<file path="src/rtl/spi_master_arbiter.sv">
// Round-robin arbiter sharing one spi_master command port among NUM_REQUESTERS clients.
// Optional watchdog on stalled transfers is built when SPI_ARB_TIMEOUT_EN is defined.
module spi_master_arbiter #(
  parameter int NUM_REQUESTERS = 4,
  parameter int DATA_WIDTH     = 16,
  parameter int ADDRESS_WIDTH  = 15,
  parameter int TIMEOUT_CYCLES = 4096
) (
  input  logic                                    clock_i,
  input  logic                                    reset_i,
  input  logic [NUM_REQUESTERS-1:0]               request_valid_i,
  output logic [NUM_REQUESTERS-1:0]               request_ready_o,
  input  logic [NUM_REQUESTERS*DATA_WIDTH-1:0]    request_data_i,
  input  logic [NUM_REQUESTERS*ADDRESS_WIDTH-1:0] request_address_i,
  input  logic [NUM_REQUESTERS-1:0]               request_read_write_i,
  output logic [NUM_REQUESTERS-1:0]               response_valid_o,
  output logic [DATA_WIDTH-1:0]                   response_data_o,
  output logic                                    response_error_o,
  output logic [DATA_WIDTH-1:0]                   spi_data_o,
  output logic [ADDRESS_WIDTH-1:0]                spi_address_o,
  output logic                                    spi_read_write_o,
  output logic                                    spi_enable_o,
  input  logic                                    spi_busy_i,
  input  logic [DATA_WIDTH-1:0]                   spi_read_data_i
);

  localparam int IDX_W = (NUM_REQUESTERS > 1) ? $clog2(NUM_REQUESTERS) : 1;

  if (TIMEOUT_CYCLES < 1) begin : g_bad_timeout
    $error("TIMEOUT_CYCLES must be positive");
  end

  typedef enum logic [2:0] {
    S_IDLE,
    S_ISSUE,
    S_WAIT_BUSY,
    S_WAIT_DONE,
    S_RESPOND
  } state_t;

  state_t                    state_q;
  logic [IDX_W-1:0]          last_grant_q;
  logic [IDX_W-1:0]          grant_q;
  logic [NUM_REQUESTERS-1:0] request_ready_q;
  logic [NUM_REQUESTERS-1:0] response_valid_q;
  logic [DATA_WIDTH-1:0]     response_data_q;
  logic [DATA_WIDTH-1:0]     spi_data_q;
  logic [ADDRESS_WIDTH-1:0]  spi_address_q;
  logic                      spi_read_write_q;
  logic                      spi_enable_q;

  logic [IDX_W-1:0]          pick_idx_d;
  logic                      pick_found_d;
  logic                      tmo_hit;

  // Search starts just above the last served client so it drops to lowest priority.
  always_comb begin
    logic [IDX_W-1:0] cand;
    pick_idx_d   = '0;
    pick_found_d = 1'b0;
    cand         = '0;
    for (int k = 1; k <= NUM_REQUESTERS; k++) begin
      cand = IDX_W'((int'(last_grant_q) + k) % NUM_REQUESTERS);
      if (!pick_found_d && request_valid_i[cand]) begin
        pick_found_d = 1'b1;
        pick_idx_d   = cand;
      end
    end
  end

`ifdef SPI_ARB_TIMEOUT_EN
  localparam int TMO_W = $clog2(TIMEOUT_CYCLES + 1);
  logic [TMO_W-1:0] tmo_cnt_q;
  logic             response_error_q;
  assign tmo_hit          = (tmo_cnt_q == TMO_W'(TIMEOUT_CYCLES));
  assign response_error_o = response_error_q;
`else
  assign tmo_hit          = 1'b0;
  assign response_error_o = 1'b0;
`endif

  always_ff @(posedge clock_i or posedge reset_i) begin
    if (reset_i) begin
      state_q          <= S_IDLE;
      last_grant_q     <= IDX_W'(NUM_REQUESTERS - 1);
      grant_q          <= '0;
      request_ready_q  <= '0;
      response_valid_q <= '0;
      response_data_q  <= '0;
      spi_data_q       <= '0;
      spi_address_q    <= '0;
      spi_read_write_q <= 1'b0;
      spi_enable_q     <= 1'b0;
`ifdef SPI_ARB_TIMEOUT_EN
      tmo_cnt_q        <= '0;
      response_error_q <= 1'b0;
`endif
    end else begin
      request_ready_q  <= '0;
      response_valid_q <= '0;
      unique case (state_q)
        S_IDLE: begin
          if (pick_found_d && !spi_busy_i) begin
            grant_q          <= pick_idx_d;
            spi_data_q       <= request_data_i[pick_idx_d*DATA_WIDTH +: DATA_WIDTH];
            spi_address_q    <= request_address_i[pick_idx_d*ADDRESS_WIDTH +: ADDRESS_WIDTH];
            spi_read_write_q <= request_read_write_i[pick_idx_d];
            request_ready_q  <= NUM_REQUESTERS'(1) << pick_idx_d;
            state_q          <= S_ISSUE;
`ifdef SPI_ARB_TIMEOUT_EN
            tmo_cnt_q        <= '0;
`endif
          end
        end
        S_ISSUE: begin
          spi_enable_q <= 1'b1;
          state_q      <= S_WAIT_BUSY;
        end
        S_WAIT_BUSY, S_WAIT_DONE: begin
          if (tmo_hit) begin
            spi_enable_q     <= 1'b0;
            response_data_q  <= '0;
            response_valid_q <= NUM_REQUESTERS'(1) << grant_q;
            state_q          <= S_RESPOND;
`ifdef SPI_ARB_TIMEOUT_EN
            response_error_q <= 1'b1;
`endif
          end else if (state_q == S_WAIT_BUSY) begin
            if (spi_busy_i) begin
              spi_enable_q <= 1'b0;
              state_q      <= S_WAIT_DONE;
            end
          end else if (!spi_busy_i) begin
            response_data_q  <= spi_read_write_q ? spi_read_data_i : '0;
            response_valid_q <= NUM_REQUESTERS'(1) << grant_q;
            state_q          <= S_RESPOND;
          end
`ifdef SPI_ARB_TIMEOUT_EN
          if (!tmo_hit) tmo_cnt_q <= tmo_cnt_q + 1'b1;
`endif
        end
        S_RESPOND: begin
          last_grant_q <= grant_q;
          state_q      <= S_IDLE;
`ifdef SPI_ARB_TIMEOUT_EN
          response_error_q <= 1'b0;
`endif
        end
        default: state_q <= S_IDLE;
      endcase
    end
  end

  assign request_ready_o  = request_ready_q;
  assign response_valid_o = response_valid_q;
  assign response_data_o  = response_data_q;
  assign spi_data_o       = spi_data_q;
  assign spi_address_o    = spi_address_q;
  assign spi_read_write_o = spi_read_write_q;
  assign spi_enable_o     = spi_enable_q;

endmodule
</file>
<file path="config.mk">
export PLATFORM = sky130hd
export DESIGN_NAME = spi_master_arbiter
export DESIGN_NICKNAME = d
export VERILOG_FILES = /design/src/rtl/spi_master_arbiter.sv
export SDC_FILE = /design/constraint.sdc
export NUM_CORES = 1
export LEC_CHECK = 0
export ABC_CLOCK_PERIOD_IN_PS = 4700
export CORE_UTILIZATION = 43
export CTS_BUF_LIST = sky130_fd_sc_hd__clkbuf_4 sky130_fd_sc_hd__clkbuf_8
export CTS_CLUSTER_SIZE = 20
export DETAILED_ROUTE_END_ITERATION = 8
export PLACE_DENSITY_LB_ADDON = 0.05
export SETUP_SLACK_MARGIN = 0.02
export SLEW_MARGIN = 20
export SYNTH_ARGS = -nofsm -noshare
export SYNTH_HDL_FRONTEND = slang
export SYNTH_SLANG_ARGS = --single-unit
</file>
<file path="constraint.sdc">
create_clock -name clock_i -period 4.7 [get_ports clock_i]
set_input_delay 1.175 -clock clock_i [delete_from_list [all_inputs] [get_ports clock_i]]
set_output_delay 1.175 -clock clock_i [all_outputs]
set_load 0.1 [all_outputs]
</file>
==> metrics.txt <==
yosys warns=0; Resized Gates After CTS=0; worst hold endpoint=response_data_o[14]; Peak VDD IR=0.3801 mV; DR WL/cell=18.85 um; Clock Path Buffers=2; largest area contributor in the netlist=dfrtp_1; CP Max Fanout=22; critical path cell sequence=clkdlybuf4s50_1 > buf_4 > and2b_1 > o221ai_2 > buf_4 > a32oi_1 > a31oi_1; Setup Viol. Count Final=0; Final #Nets=between 700 and 800; Seq pwr share=approximately 23%; P_leak=between 2 and 2.5 nW; Die Footprint=between 0.008 and 0.009 mm^2; Yosys top cell area share=a little over two fifths; worst endpoint required time=just under 5 ns; Clk pin slew, worst setup/hold paths=around 0.070 ns; RSZ-0062 raised after global routing=false; CP arrival=a little under 4 ns; switch share=~60%; combinational share of power=67.5%; initial antenna violation count=0; Worst Hold Path Cells=2; CTS sink count=between 60 and 70; later-pin clock latency in the skew report=0.35 ns; CTS tree=built; status=completed; Antenna diodes=0; # IOs=209; cts hold-fix bufs=0; vias post-DR=4191; worst slew pin tran=1.015 ns; Via-to-Cell Ratio=5.970; leading cell type in the layout, fill and taps excluded=clkdlybuf4s50_1; Die Wd=94.37 um; startpoint types=input port; Crit Path Class=in -> reg; Reg2Reg Launch Point=state_q[2]; PwrDens=between 700 and 800 mW/mm^2; sum of negative setup slack=0 ns; Max Clk Rate=277.7 MHz; CP max stage delay=0.81 ns; height of the die=94.37 um; DRC errors left=0; Slowest cell on crit path=clkdlybuf4s50_1; Placer Congestion=0.8028; Initial Util=44.65%; Post-CTS Setup Bufs=0; Yosys cell types=41; vias in the first global route=4025; Post-synth EDFFs=0; HP Class=reg -> reg; RR Endpoint=response_valid_o[3]; Congestion Overflow GR=0; Core ar.=0.008217 mm^2; share of post-route cells with drive strength above 1=6.868%; cells after synthesis=411; Slew headroom=32.10%; H-tree levels=3; DPL Wire Length=slightly above 9000 um; # port buffers=207; Detailed Routing Iterations Pass 1=8; Worst Reg-to-Reg Cells=4; R2R setup slack=2.38 ns; commonest non-fill, non-tap cells in the layout=clkdlybuf4s50_1, dfrtp_1, nor2_1, nand2_1, o21ai_0; Post-Synthesis Net Count=around 560; final hold vios=0; clk_skew=~0.0063 ns; Seq cells post-synth=64; cell-internal power=1.753 mW; global-route wire length before repair=slightly above 20000 um; Clock Power Share=9.9%; Psw=2.634 mW; Mean Syn Cell Area=8.926 um^2; Crit. End Element=flip-flop; Most used DFF post-synth=dfrtp_1; min Tclk post-route=approximately 3.6 ns; Starting DRT DRC Count=284; Synth area leaders=dfrtp_1, a32oi_1, a41oi_1; max-cap check violation count=0; Slew Limit Fails=0; cell repeated most along the worst path=buf_4; Util after Layout=71.72%; fraction of registers with async set/reset=100.0%; Antenna Violating Nets Remaining=0; total wire length=13230 um; CTS buffer count=9; gr usage total=29.61%; Tcrit/Tclk final=76.61%; Post-Syn Area=about 0.0037 mm^2; P&R area growth vs syn=60.64%; Core Rows=33; Hold Startpoint=response_data_o[14]; post-synthesis sequential area ratio=43.72%; largest net degree at the start of global routing=52; root buffer cell=clkbuf_8
==> cells in the mapped netlist (3+ instances only) <==
| cell | n |
|---|---|
| nor2_1 | 40 |
| and3_1 | 3 |
| nor2b_1 | 3 |
| o21ai_0 | 35 |
| a31oi_1 | 32 |
| a41oi_1 | 32 |
| clkbuf_1 | 22 |
| a32oi_1 | 32 |
| and2_1 | 32 |
| buf_6 | 7 |
| dfrtp_1 | 62 |
| nor3_1 | 4 |
| nand2b_1 | 3 |
| nand3_1 | 18 |
| buf_2 | 16 |
| nand2_1 | 40 |
==> power groups by stage <==
stage               combinational (mW)  sequential (mW)  clock, mW
floorplan                        0.720             2.46          0
global placement                  2.93            0.980          0
detailed placement                2.95            0.994          0
CTS                               2.96            0.985      0.447
global route                      3.08             1.02      0.474
finish                            2.96            0.988      0.436
==> routing by layer <==
layer  routed length (um)  track usage [%]
met1                 5086            36.44
met2                 6345            48.73
met3                 1314            6.683
met5                    0                0
met4                  483            14.87
==> kinds of logic after synthesis <==
logic type / Yosys count / share of synthesized area (%)
buffers and inverters: 49 / 7.094
flip-flops: 64 / 43.72
other: 1 / 0.1022
AND/OR/NAND/NOR: 152 / 20.09
multiplexers: 2 / 0.6139
AO/OA/AOI/OAI: 143 / 28.38
==> per-stage QoR <==
| stage | power, mW | worst slack (ns) | cell area [um^2] | std cells | hold WS (ns) |
|---|---|---|---|---|---|
| 3_5_place_dp | 3.946 | 0.8056 | 5709 | 686 | 0.4566 |
| 3_3_place_gp | 3.912 | 0.8819 | 5709 | 686 | 0.4486 |
| 6_report | 4.387 | 1.099 | 5893 | 702 | 0.4712 |
| 4_1_cts | 4.388 | 1.174 | 5891 | 702 | 0.4720 |
| 5_1_grt | 4.573 | 0.9842 | 5893 | 702 | 0.4951 |
| 2_1_floorplan | 3.184 | 1.930 | 3669 | 411 | 0.4643 |
==> worst max path at each step <==
stage | slack [ns] | depth (start not counted) | end | start
after global placement | 0.88 | 6 | spi_data_o[12] | request_valid_i[3]
after global routing | 0.98 | 7 | spi_address_o[4] | request_valid_i[3]
final | 1.10 | 7 | spi_address_o[7] | request_valid_i[3]
after detailed placement | 0.81 | 6 | spi_address_o[9] | request_valid_i[3]
after floorplan | 1.93 | 1 | grant_q[0] | reset_i
after CTS | 1.17 | 6 | spi_address_o[9] | request_valid_i[3]
==> final cells by class <==
type	count	area [um^2]
timing repair buffer	216	2135
multi-input combinational	298	1829
tap	105	131.4
clock buffer	10	137.6
fill	628	2323
sequential	64	1604
inverter	3	12.51
clock inverter	6	43.79
==> registers in the layout (all words and copies together) (netlist names) <==
register	cells
last_grant_q	2
spi_address_o	15
response_valid_o	4
grant_q	2
spi_data_o	16
spi_enable_o	1
state_q	3
spi_read_write_o	1
response_data_o	16
request_ready_o	4
==> critical path, delay by kind of cell <==
kind | cells | cell delay [ns]
and+or+nand+nor | 1 | 0.21
AOI/OAI and AO/OA | 3 | 0.88
buffers and inverters | 3 | 1.58
(Power assumes the default switching activity.)
